`src/rtl/if_fetch_ctrl_pkg.sv`:
```
// Shared definitions for the IF-stage fetch sequencing controller: state
// encodings, the NOP pattern loaded on IF/ID flush and the default address width.
package if_ctrl_pkg;

  localparam int ADDR_W_DEF = 32;
  localparam logic [31:0] NOP_INSTR = 32'h0000_0000;

  typedef enum logic [2:0] {
    IDLE     = 3'd0,
    FETCH    = 3'd1,
    WAIT_MEM = 3'd2,
    REDIRECT = 3'd3,
    HALT_ERR = 3'd4
  } fetch_state_e;

  // Plain-vector views of the state codes for legacy tools that dislike enums.
  localparam logic [2:0] ST_IDLE     = 3'd0;
  localparam logic [2:0] ST_FETCH    = 3'd1;
  localparam logic [2:0] ST_WAIT_MEM = 3'd2;
  localparam logic [2:0] ST_REDIRECT = 3'd3;
  localparam logic [2:0] ST_HALT_ERR = 3'd4;

endpackage

```
`src/rtl/if_fetch_ctrl_timer.sv`:
```
// Wait-cycle counter for a pending imem fetch: load to 1 on entering WAIT_MEM,
// increment while still waiting, flag when the timeout limit is reached.
module fetch_wait_timer #(
  parameter int MAX_WAIT = 15
) (
  input  logic clk,
  input  logic rst_n,
  input  logic load,
  input  logic inc,
  output logic at_max
);

  logic [7:0] cnt_reg;

  always_ff @(posedge clk or negedge rst_n) begin
    if (!rst_n) begin
      cnt_reg <= '0;
    end else if (load) begin
      cnt_reg <= 8'd1;
    end else if (inc) begin
      cnt_reg <= cnt_reg + 8'd1;
    end
  end

  assign at_max = (cnt_reg == 8'(MAX_WAIT));

endmodule

```
`src/rtl/if_fetch_ctrl.sv`:
```
// IF-stage sequencing controller: arbitrates branch redirects, load-use stalls and
// a multi-cycle instruction memory, driving PC enable/select and IF/ID write/flush.
module if_fetch_ctrl
  import if_ctrl_pkg::*;
#(
  parameter int                ADDR_W   = ADDR_W_DEF,
  parameter logic [ADDR_W-1:0] RESET_PC = '0,
  parameter int                MAX_WAIT = 15
) (
  input  logic              clk,
  input  logic              rst_n,
  output logic              imem_req,
  input  logic              imem_ready,
  input  logic              hazard_stall,
  input  logic              branch_taken,
  input  logic [ADDR_W-1:0] branch_target,
  output logic              pc_we,
  output logic              pc_src,
  output logic [ADDR_W-1:0] redirect_pc,
  output logic              ifid_we,
  output logic              ifid_flush,
  output logic              fetch_err,
  output logic [15:0]       stall_cycles
);

  logic [2:0] state_reg, state_next;
  logic       rpc_load, stall_inc, err_set;
  logic       timer_load, timer_inc, timer_at_max;

  fetch_wait_timer #(.MAX_WAIT(MAX_WAIT)) u_timer (
    .clk    (clk),
    .rst_n  (rst_n),
    .load   (timer_load),
    .inc    (timer_inc),
    .at_max (timer_at_max)
  );

  always_comb begin
    state_next = state_reg;
    imem_req   = 1'b0;
    pc_we      = 1'b0;
    pc_src     = 1'b0;
    ifid_we    = 1'b0;
    ifid_flush = 1'b0;
    rpc_load   = 1'b0;
    stall_inc  = 1'b0;
    err_set    = 1'b0;
    timer_load = 1'b0;
    timer_inc  = 1'b0;
    case (state_reg)
      ST_IDLE: state_next = ST_FETCH;
      ST_FETCH: begin
        imem_req = 1'b1;
        if (branch_taken) begin
          ifid_flush = 1'b1;
          rpc_load   = 1'b1;
          state_next = ST_REDIRECT;
        end else if (hazard_stall) begin
          stall_inc = 1'b1;
        end else if (imem_ready) begin
          pc_we   = 1'b1;
          ifid_we = 1'b1;
        end else begin
          stall_inc  = 1'b1;
          timer_load = 1'b1;
          state_next = ST_WAIT_MEM;
        end
      end
      ST_WAIT_MEM: begin
        imem_req = 1'b1;
        // Only a clean ready without hazard advances; every other cycle is a stall.
        if (branch_taken) begin
          ifid_flush = 1'b1;
          rpc_load   = 1'b1;
          stall_inc  = 1'b1;
          state_next = ST_REDIRECT;
        end else if (imem_ready) begin
          pc_we      = !hazard_stall;
          ifid_we    = !hazard_stall;
          stall_inc  = hazard_stall;
          state_next = ST_FETCH;
        end else if (timer_at_max) begin
          stall_inc  = 1'b1;
          err_set    = 1'b1;
          state_next = ST_HALT_ERR;
        end else begin
          stall_inc = 1'b1;
          timer_inc = 1'b1;
        end
      end
      ST_REDIRECT: begin
        pc_src     = 1'b1;
        ifid_flush = 1'b1;
        if (branch_taken) begin
          rpc_load = 1'b1;
        end else begin
          pc_we      = 1'b1;
          state_next = ST_FETCH;
        end
      end
      ST_HALT_ERR: state_next = ST_HALT_ERR;
      default:     state_next = ST_IDLE;
    endcase
  end

  always_ff @(posedge clk or negedge rst_n) begin
    if (!rst_n) begin
      state_reg    <= ST_IDLE;
      redirect_pc  <= RESET_PC;
      fetch_err    <= 1'b0;
      stall_cycles <= '0;
    end else begin
      state_reg <= state_next;
      if (rpc_load) begin
        redirect_pc <= branch_target;
      end
      if (err_set) begin
        fetch_err <= 1'b1;
      end
      if (stall_inc && (stall_cycles != 16'hFFFF)) begin
        stall_cycles <= stall_cycles + 16'd1;
      end
    end
  end

endmodule
```
`config.mk`:
```
export PLATFORM = sky130hd
export DESIGN_NAME = if_fetch_ctrl
export DESIGN_NICKNAME = d
export VERILOG_FILES = /design/src/rtl/if_fetch_ctrl_pkg.sv /design/src/rtl/if_fetch_ctrl_timer.sv /design/src/rtl/if_fetch_ctrl.sv
export SDC_FILE = /design/constraint.sdc
export NUM_CORES = 1
export LEC_CHECK = 0
export CORE_MARGIN = 3
export CORE_UTILIZATION = 45
export CTS_CLUSTER_DIAMETER = 200
export DETAILED_ROUTE_END_ITERATION = 10
export GPL_ROUTABILITY_DRIVEN = 0
export PLACE_DENSITY = 0.85
export SYNTH_ARGS = -nofsm -noshare
export SYNTH_HDL_FRONTEND = slang
export SYNTH_SLANG_ARGS = --single-unit
```
`constraint.sdc`:
```
create_clock -name clk -period 2.58 [get_ports clk]
set_input_delay 0.516 -clock clk [delete_from_list [all_inputs] [get_ports clk]]
set_output_delay 0.516 -clock clk [all_outputs]
set_load 0.005 [all_outputs]
```
======== After elaboration in Yosys (flattened, before gate mapping) ========
Index checks and enable logic that the tools add are counted.
storage, ports and cells
  register bits ........................... 60
  logic and storage cells ................. 64
  output and inout bits ................... 54
operators by class
  equality and inequality tests ........... 10
  reduce and logical (&&, ||, !) cells .... 7
  $add $sub $neg .......................... 2
  mux-type cells .......................... 40
operators by type and width
  operator                                                               count
  1-bit two-way mux                                                      26
  3-bit two-way mux                                                      7
  16-bit by 1-bit adder with 16-bit output, second input constant        1
  8-bit two-way mux                                                      2
  16-bit != test, second input constant                                  1
  3-bit case mux with 5 select lines                                     1
  8-bit by 1-bit adder with 8-bit output, second input constant          1
  8-bit by 4-bit equality test with 1-bit output, second input constant  1
  3-bit by 2-bit equality test with 1-bit output, second input constant  2
  3-bit != test, second input constant                                   2
  1-bit case mux with 2 select lines                                     3
  4-bit != test, second input constant                                   1
  4-bit AND reduction                                                    1
  3-bit by 1-bit equality test with 1-bit output, second input constant  1
  3-bit equality test, second input constant                             1
  3-bit logical NOT                                                      1
  1-bit case mux with 3 select lines                                     1
  3-bit OR reduction                                                     1
  2-bit != test, second input constant                                   1
  2-bit nonzero test                                                     1
  2-bit OR reduction                                                     1
  1-bit logical AND                                                      1
  1-bit logical NOT                                                      1

======== Logic depth before layout (Yosys ltp) ========
Gate-level depths: netlist of the first run.
  depth in word-level cells ............... 7
  mapped depth ............................ 6
  gate-level depth less buffers ........... 5

======== Cells and area by module ========
Synthesis of the first run repeated with hierarchy kept, for this count alone.
second synthesis, totals
  cell total of the unflattened synthesis .. 224
  area, all modules ....................... 2,773.9 sq um
modules (own cells, without submodules)
  module            times used  cells an instance  area an instance (sq um)  sequential area each (sq um)
  if_fetch_ctrl     1           185                2,377.3                   1,301.2
  fetch_wait_timer  1           39                 396.6                     200.2

======== Worst setup path before layout of the first run ========
OpenSTA, ideal clock, no wires.
  kind .................................... input port to flip-flop
  start ................................... input port branch_taken
  end ..................................... register stall_cycles[6]
  library setup time ...................... 79 ps
  stages .................................. 6
  arrival ................................. 1,958 ps
  setup slack ............................. 543 ps
  path buffers ............................ 2
  cells stage by stage .................... buf_2 > or3b_4 > a211o_1 > buf_6 > nor4b_2 > xor2_1
on the way
  longest elaborated chain between the ends .. 3
  elaborated cells on any way between the ends .. 4
  classes of those cells .................. mux (3); reduce/logical (1)
RTL lines
  what                                         line                                      RTL
  start: declaration                           if_fetch_ctrl.sv:15                       input logic branch_taken,
  1-bit two-way mux, on equally long branches  if_fetch_ctrl.sv:72, if_fetch_ctrl.sv:54
  1-bit case mux with 2 select lines *         if_fetch_ctrl.sv:50                       case (state_reg)
  1-bit logical AND *                          if_fetch_ctrl.sv:120                      if (stall_inc && (stall_cycles != 16'hFFFF)) begin
  end signal: assignment                       if_fetch_ctrl.sv:121                      stall_cycles <= stall_cycles + 16'd1;
  end: declaration                             if_fetch_ctrl.sv:23                       output logic [15:0] stall_cycles
Every way passes the cells marked *; elsewhere a longest branch is shown, timed or not.
A chain may end at the register's enable or synchronous reset.

======== Final worst setup path of the first run ========
  start ................................... input port hazard_stall
  end ..................................... output port ifid_we
on the way
  longest elaborated chain between the ends .. 4
  elaborated cells on any way between the ends .. 6
  classes of those cells .................. mux (5); reduce/logical (1)
RTL lines
  what                                  line                 RTL
  start: declaration                    if_fetch_ctrl.sv:14  input logic hazard_stall,
  1-bit logical NOT                     if_fetch_ctrl.sv:79  ifid_we = !hazard_stall;
  1-bit two-way mux                     if_fetch_ctrl.sv:77  end else if (imem_ready) begin
  1-bit two-way mux                     if_fetch_ctrl.sv:72  if (branch_taken) begin
  1-bit case mux with 2 select lines *  if_fetch_ctrl.sv:50
  end: declaration                      if_fetch_ctrl.sv:20  output logic ifid_we,
Marks and branches as above.

==> flow_metrics.tcl, run 1 <==
set metrics [dict create \
    reg2reg_depth 6 \
    reg2reg_from "state_reg[1]" \
    path_max_fanout 3 \
    rsz0062_at_grt "no" \
    fin_crit_sh_pct 95.6 \
    arrival_ns 1.95 \
    synth.largest_area_cell "dfrtp_1" \
    clkLatencyLatePin_ns 0.32 \
    diodes 0 \
    syn-cell-area_um2 2700 \
    first_iter_violations 82 \
    ant_nets 0 \
    relSlewSlack_pct 55.2 \
    start_util_pct 47.9 \
    setup_viol 0 \
    synth_fp_nets 257 \
    finalHoldWorstSlack_ns 0.229 \
    antenna_found_initial 0 \
    cellPowerDensity_nw_per_um2 695 \
    root_buffer "clkbuf_8" \
    wl_per_cell_um 15.5 \
    status "complete, no violations" \
    drc 0 \
    die_area_um2 6970 \
    port_buffers 90 \
    grt_overflow 0 \
    h-tree-depth 3 \
    post-route-min-period_ns 2.47 \
    skew_ns 0.00638 \
    nets 370 \
    routed_wl_um 6320 \
    setup_tns_ns 0 \
    cts_tree "done" \
    max_cap_viol_count 0 \
    slew_viol_final 0 \
    reg2reg_slack_ns 0.51 \
    yosysTopAreaCellShare_pct 55.6 \
    grt_pass1_vias 2071 \
    largest_reg_flops 32 \
    crit_start "hazard_stall" \
    vias_per_cell 5.18 \
    cts_sinks 60 \
    cts_max_path_buffers 2 \
    r2r-end "stall_cycles[6]" \
    syn_to_final_growth_pct 49.7 \
    seqCellArea_um2 1500 \
    tightestPinTransition_ns 0.672 \
    crit_path_end_kind "output pin" \
    multi_input_area_um2 1150 \
    dp_hpwl_um 4440 \
    critical_path_class "primary input to output pin" \
    fmax_ghz 0.405 \
    ys_seq_area_share_pct 55.6 \
    avgSynthCellArea_um2 12.4 \
    final_hold_viol_count 0 \
    grt_pass1_wl_um 10100 \
    grt_max_degree 35 \
    synth_seq_cells 60 \
    synthArstFlopShare_pct 100 \
    die_w_um 83.5 \
    synth-edff-count 0 \
    synth_cells 218 \
    path_clk_slew_ns 0.07 \
    firstDrtPassIters 4 \
    io_pins 91 \
    p_total_mw 2.81 \
    synth_area_leaders "dfrtp_1 (56%), mux2_2 (14%), xor2_1 (3.9%), nand4_1 (1.6%), or3_1 (1.6%)" \
    cp-start-kind "primary input" \
    fill_cells 398 \
    p_leak_nw 1.69 \
    synth_warnings 0 \
    fp.dieH_um 83.5 \
    cts_made_buffers 9 \
    crit_end "ifid_we" \
    vias 2113 \
    drive_gt1_share_pct 24.4 \
    rows 27 \
    yosysMostFrequentCell "dfrtp_1" \
    ys_types 40 \
    grt_util_all_layers_pct 18.1 \
    synth_commonest_cells "dfrtp_1 (60), mux2_2 (33), xor2_1 (12), nand2_1 (9)" \
    hold_class "primary input to asynchronous set/reset pin" \
    max-vdd-ir-drop_v 0.000619 \
    core-area_um2 5640 \
    synth_top_flop_cell "dfrtp_1" \
    crit_required_ns 2.06 \
]
[how the worst min path moves through the flow]
| stage | end | slack (ns) | cells after the start |
|---|---|---|---|
| after global routing | fetch_err | 0.25 | 1 |
| after floorplan | fetch_err | 0.22 | 0 |
| after detailed placement | fetch_err | 0.47 | 2 |
| after CTS | fetch_err | 0.24 | 1 |
| after global placement | fetch_err | 0.46 | 2 |
| final | state_reg[1] | 0.23 | 1 |
[critical path, cell delays in order]
cell and delay (ns):
clkdlybuf4s50_1 0.45, nor3b_2 0.22, and2_1 0.17, buf_4 0.10
clkdlybuf4s50_1 0.49
[cells in the final DEF (no fill, tap or decap), drive strengths merged, types with 2 or more instances in the layout]
cell type and n:
a21oi 8, and2 2, and3 3, buf 22
bufinv 2, clkbuf 12, clkdlybuf4s50 86, clkinv 2
dfrtp 60, dlymetal6s2s 2, ha 2, inv 5
mux2 33, nand2 9, nand2b 2, nand3 8
nand4 7, nor2 8, nor3 8, nor3b 3
nor4 5, nor4b 2, o21ai 6, or2 2
or3 7, xnor2 4, xor2 12
[metrics by stage]
stage	util (%)	instances	cell area (µm²)	setup slack [ns]
3_3_place_gp	66.7	385	3760	-0.0478
5_1_grt	71.6	408	4040	0.0613
6_report	71.6	408	4040	0.113
4_1_cts	70.6	402	3990	0.00426
2_1_floorplan	-	218	2700	0.543
3_5_place_dp	66.7	385	3760	-0.0699
[cell families after synthesis]
kind of cell | Yosys count | synth area share, %
and+or+nand+nor | 71 | 16.3
DFF | 60 | 55.6
muxes | 34 | 14.1
AOI/OAI and AO/OA | 21 | 5.47
xor gates and xnor gates | 16 | 5.19
buffers and inverters | 14 | 2.36
adders and majority gates | 2 | 0.927
[metal layers]
| layer | up-vias | GRT usage [%] | wire [µm] |
|---|---|---|---|
| met1 | 1021 | 23.5 | 2800 |
| met2 | 74 | 29.3 | 3100 |
| li1 | 1010 | - | - |
| met5 | - | 0 | 0 |
| met3 | 8 | 4.44 | 347 |
| met4 | 0 | 7.16 | 76 |
[cell type report]
| type | instances | share of cell area, % |
|---|---|---|
| clock buffers | 12 | 3.34 |
| clock inverters | 4 | 1.83 |
| inverters | 5 | 0.464 |
| multi-input cells | 144 | 28.5 |
| flip-flops and latches | 60 | 37.2 |
| well taps | 72 | 2.23 |
| repair buffers | 111 | 26.5 |
[where the power goes]
| part | internal [mW] | switching, mW | leakage, nW | total [mW] |
|---|---|---|---|---|
| Combinational | 0.435 | 0.240 | 0.874 | 0.674 |
| Sequential | 1.08 | 0.147 | 0.716 | 1.23 |
| Clock | 0.546 | 0.360 | 0.105 | 0.905 |
| Total | 2.06 | 0.746 | 1.69 | 2.81 |
[timing repair]
action / in CTS / in global routing
hold endpoints to repair: 0 / 0
pin swaps: 0 / 1
cloned: 0 / 0
setup buffers: 1 / 6
hold buffers: 0 / 0
setup endpoints to repair: 2 / 2
resized for setup: 2 / 5
(Power assumes the default switching activity.)
==> inputs of run 2 (changes only) <==
--- a/config.mk
+++ b/config.mk
@@ -12,4 +12,5 @@
 export GPL_ROUTABILITY_DRIVEN = 0
 export PLACE_DENSITY = 0.85
+export REMOVE_ABC_BUFFERS = 1
 export SYNTH_ARGS = -nofsm -noshare
 export SYNTH_HDL_FRONTEND = slang
==> constraint.sdc (replaced) <==
create_clock -name clk -period 2.58 [get_ports clk]
set_input_delay 0.774 -clock clk [delete_from_list [all_inputs] [get_ports clk]]
set_output_delay 0.774 -clock clk [all_outputs]
set_load 0.005 [all_outputs]
==> run 2 against run 1 <==
Compared with the run above:
- total power is 4.3% lower
- clock power fell by 13%
- sequential power is essentially flat
- non-clock buffer count rose by 1
- critical endpoint is now ifid_flush
- critical path depth is the same
- wire length is 1.9% lower
- setup slack worse by 0.040 ns
- fmax decreased by 1.6%
- largest cell class unchanged
- die area unchanged
- sequential share of layout area is 0.22 points higher
- first-iteration DRC count shrank 13%
- utilization fell by 0.53 points
==> flow_metrics.tcl, run 2 (synthesis gave the netlist of run 1 again) <==
set metrics [dict create \
    ant_nets 0 \
    crit_path_end_kind "output pin" \
    root_buffer "clkbuf_8" \
    p_leak_nw 1.67 \
    grt_util_met3_pct 4.74 \
    post-route-min-period_ns 2.51 \
    cts_max_path_buffers 2 \
    drive_gt1_share_pct 25.0 \
    port_buffers 90 \
    critical_path_class "primary input to output pin" \
    status "complete, no violations" \
    drc 0 \
    cts_sinks 60 \
    slew_viol_final 0 \
    setup_viol 0 \
    pre_cts_slack_ns -0.534 \
    skew_ns 0.00557 \
    largest_reg_flops 32 \
    path_clk_slew_ns 0.06 \
    grt_util_all_layers_pct 18.8 \
    mostFrequentLayoutCells "clkdlybuf4s50_1 (84), dfrtp_1 (60), mux2_2 (33)" \
    cp_common_cell "nand2_1" \
    grt_overflow 0 \
    tightestPinTransition_ns 0.457 \
    firstDrtPassIters 4 \
    wl_per_cell_um 15.2 \
    nets 371 \
    final_cells 408 \
    die_w_um 83.5 \
    grt_pass1_vias 2174 \
    fp.dieH_um 83.5 \
    final_common_cell "clkdlybuf4s50_1" \
    vias 2140 \
    crit_path_top_delay_cell "clkdlybuf4s50_1" \
    relSlewSlack_pct 69.5 \
    hold_class "primary input to asynchronous set/reset pin" \
    die_area_um2 6970 \
    antenna_found_initial 0 \
    arrival_ns 1.73 \
    globalRouteMet1Util_pct 23.7 \
    h-tree-depth 3 \
    diodes 0 \
    cts_tree "done" \
    io_pins 91 \
    use_met2_pct 31.3 \
    rows 27 \
    dp_hpwl_um 4500 \
    crit_family "buffers and inverters" \
    crit_required_ns 1.81 \
    finalHoldWorstSlack_ns 0.392 \
    cp-start-kind "primary input" \
    clkLatencyLatePin_ns 0.33 \
    placedInstanceArea_um2 3800 \
    crit_chain "clkdlybuf4s15_1, buf_6, nand2_1, nand2_1, clkdlybuf4s50_1" \
    grt_pass1_wl_um 10500 \
    vias_per_cell 5.25 \
    fin_ws_ns 0.0732 \
    cts_made_buffers 9 \
    max_cap_viol_count 0 \
    core-area_um2 5640 \
    final_area_um2 4010 \
    syn_to_final_growth_pct 48.6 \
    fmax_ghz 0.399 \
    fin_crit_sh_pct 97.2 \
    busiest_layer "met2" \
    grt_max_degree 33 \
    dp_cells 391 \
    max-vdd-ir-drop_v 0.000659 \
    crit_path_max_incr_delay_ns 0.50 \
    first_iter_violations 71 \
    routed_wl_um 6200 \
    cellPowerDensity_nw_per_um2 670 \
    path_max_fanout 2 \
    start_util_pct 47.9 \
    worstPathBufferInverterCount 3 \
    final_hold_viol_count 0 \
    setup_tns_ns 0 \
]
==> run 2: final timing paths <==
kind | startpoint | end | slack [ns] | cells past startpoint
setup / recovery | branch_taken | ifid_flush | 0.07 | 5
hold / removal | rst_n | u_timer.cnt_reg[4] | 0.39 | 1
setup reg to reg | state_reg[1] | stall_cycles[6] | 0.49 | 6
hold reg to reg | fetch_err | fetch_err | 0.49 | 2
max in group asynchronous | rst_n | redirect_pc[18] | 1.55 | 2
min in group clk | fetch_err | fetch_err | 0.49 | 2
==> run 2: routing by layer <==
| metal | vias to the layer above | routed length (µm) |
|---|---|---|
| li1 | 1009 | - |
| met3 | 8 | 313 |
| met2 | 67 | 3140 |
| met5 | - | 0 |
| met4 | 0 | 76 |
| met1 | 1056 | 2670 |
==> run 2: metrics by stage <==
stage	power, mW	util (%)
5_1_grt	2.85	71.1
3_3_place_gp	1.89	67.3
4_1_cts	2.72	70.9
3_5_place_dp	1.91	67.3
2_1_floorplan	1.46	-
6_report	2.69	71.1
==> run 2: where the power goes <==
group / internal (mW) / switching [mW]
clock network: 0.447 / 0.341
logic: 0.428 / 0.239
registers: 1.08 / 0.150
==> run 2: layout make-up <==
class / count / area (µm²)
clock buffers: 14 / 183
clock inverters: 1 / 5.00
fillers: 415 / 1630
inverters: 5 / 18.8
multi-input cells: 144 / 1150
flip-flops and latches: 60 / 1500
well taps: 72 / 90.1
repair buffers: 112 / 1060
==> run 2: timing repair <==
item	in CTS	in global routing
endpoints found under the hold margin	0	0
endpoints found under the setup margin	4	3
pin swaps	2	1
resized for setup	9	6
buffers inserted	1	1
gates cloned	0	0
hold buffers	0	0
==> variant, RTL diff (settings of run 2) <==
Change the package constant `ADDR_W_DEF` from 32 to 36.
--- a/src/rtl/if_fetch_ctrl_pkg.sv
+++ b/src/rtl/if_fetch_ctrl_pkg.sv
@@ -2,7 +2,7 @@
 // encodings, the NOP pattern loaded on IF/ID flush and the default address width.
 package if_ctrl_pkg;
 
-  localparam int ADDR_W_DEF = 32;
+  localparam int ADDR_W_DEF = 36;
   localparam logic [31:0] NOP_INSTR = 32'h0000_0000;
 
   typedef enum logic [2:0] {
Ports: changed (resized branch_target and redirect_pc); port bits go from 91 to 99. The function was not compared with the original's and may differ.
==> variant against run 2 <==
  * Register-to-register slack better by 0.17 ns
  * Fmax down 0.22%
  * Setup slack got worse by 0.0056 ns
  * Combinational power grew 5.1%
  * Cell area up 4.6%
  * Routed wire length is 1.4% higher
  * Sequential cell count is 4 higher
  * Critical path depth unchanged
  * Synthesized area up 4.3%
  * Via count increased by 0.79%
  * Synthesized cell count grew 1.4%
  * Power rose by 2.0%
  * Clock power fell by 5.1%
  * First-iteration DRC count is 51% higher
  * Highest routed layer unchanged
==> variant: results (changes against run 2) <==
| Metric | Value |
|---|---|
| Vias in the first global route | 2258 (was 2174) |
| Setup Buffers After CTS | 0 (was 1) |
| Hold Path Class | in2async (unchanged) |
| Reg2Reg Setup Slack | 0.66 ns (was 0.49 ns) |
| Layout cells sized above 1 | 24.5% (was 25.0%) |
| Final hold slack | 0.444 ns (was 0.392 ns) |
| Largest net degree at the start of global routing | 37 (was 33) |
| Number of buffers added on ports | 98 (was 90) |
| Arr. time, crit path | 1.74 ns |
| WL final | 6.29 mm (was 6.20 mm) |
| Synth unique cells | 39 (was 40) |
| Post-place instance area | 0.00400 mm² (was 0.00380 mm²) |
| Status | finished, final reports clean (unchanged) |
| Clk power | 748 µW (was 788 µW) |
| Met2 Track Usage GR | 30.4% (was 31.3%) |
| CTS buffer count | 9 (unchanged) |
| Yosys warns | 0 (unchanged) |
| CTS root buf | clkbuf_8 (unchanged) |
| Sw power | 751 µW (was 729 µW) |
| Sequential-to-total area share from yosys stat | 56.9% (was 55.6%) |
| Final-stage net count | 385 (was 371) |
| P_comb | 701 µW (was 667 µW) |
| VDD IR max | 551 µV (was 659 µV) |
| Worst Path Max Fanout | 7 (was 2) |
| Synth async-reset ratio | 100% (unchanged) |
| Grt met1 use | 22.8% (was 23.7%) |
| Reg2reg start | state_reg[1] (unchanged) |
| Worst-skew pair later-pin latency | 0.33 ns (about the same) |
| DP Cell Count | 405 (was 391) |
| Via Count | 2157 (was 2140) |
| First-pass GRT wire length | 10.5 mm (about the same) |
| DRT iter0 DRCs | 107 (was 71) |
| Proportion of power drawn by the clock network | 27.3% (was 29.3%) |
| Met3 usage | 3.40% (was 4.74%) |
| Top cells by count, synth | dfrtp_1 (64), mux2_2 (38), nand2_1 (9), xor2_1 (9) (was dfrtp_1 (60), mux2_2 (33), xor2_1 (12), nand2_1 (9)) |
| Main area contributors after synthesis | dfrtp_1 (57%), mux2_2 (15%), xor2_1 (2.8%) (was dfrtp_1 (56%), mux2_2 (14%), xor2_1 (3.9%)) |
| Syn Inst Count | 221 (was 218) |
| Pre-CTS setup slack | -0.499 ns (was -0.534 ns) |
| DR pass1 iterations | 4 (unchanged) |
| Max FFs per register | 36 (was 32) |
| Gr usage total | 18.1% (was 18.8%) |
| RR Endpoint | stall_cycles[1] (was stall_cycles[6]) |
| Avg WL per Cell | 14.9 µm (was 15.2 µm) |
| Worst clock skew | 0.00834 ns (was 0.00557 ns) |
| Tightest Pin Transition | 0.577 ns (was 0.457 ns) |
| Post_cts resized | 10 (was 9) |
| Reg2Reg Depth | 5 (was 6) |
| Max Root-Sink Buffers | 2 (unchanged) |
| Post-detail-place hpwl | 4.77 mm (was 4.50 mm) |
| Leak pwr | 0.00177 µW (was 0.00167 µW) |
## variant: changes by cell type after synthesis, moves of 2 or more
| cell | change |
|---|---|
| nand4b_1 | +2 |
| nor4_2 | -2 |
| and4_1 | +5 |
| dfrtp_1 | +4 |
| xor2_1 | -3 |
| nor3_1 | -4 |
| clkbuf_1 | +4 |
| buf_2 | -2 |
| mux2_2 | +5 |
| nor2b_1 | +2 |
| inv_1 | -3 |
| xnor2_1 | +4 |
| buf_1 | -3 |
## variant: area by class of cell
type,instances,area [µm²]
multi-input cells,147,1180
well taps,75,93.8
clock inverters,4,28.8
fillers,429,1790
flip-flops and latches,64,1600
repair buffers,118,1140
inverters,2,7.51
clock buffers,12,145
## variant: cells by family (layout without fill, tap and decap cells)
kind of cell	Yosys count	count (layout)	share of synthesized area (%)
AND/OR/NAND/NOR	70	70	15.1
flip-flops	64	64	56.9
multiplexers	39	39	15.5
buffers and inverters	10	136	1.64
XOR/XNOR	17	17	5.29
AO/OA/AOI/OAI	19	19	4.66
adder cells (fa/ha/maj)	2	2	0.888
## variant: worst max path at each step
stage / slack (ns) / endpoint / startpoint / cells after the start
3_5_place_dp: -0.50 / pc_we / imem_ready / 5
2_1_floorplan: 0.1 / ifid_flush / branch_taken / 2
5_1_grt: -0.01 / ifid_flush / branch_taken / 5
6_report: 0.07 / ifid_flush / branch_taken / 5
3_3_place_gp: -0.45 / pc_we / imem_ready / 5
4_1_cts: 0.0004 / imem_req / state_reg[0] / 3
## variant: routing by layer
| layer | up-vias | routed length, µm |
|---|---|---|
| met2 | 60 | 3290 |
| met1 | 1052 | 2600 |
| met5 | - | 0 |
| li1 | 1037 | - |
| met3 | 8 | 313 |
| met4 | 0 | 92 |
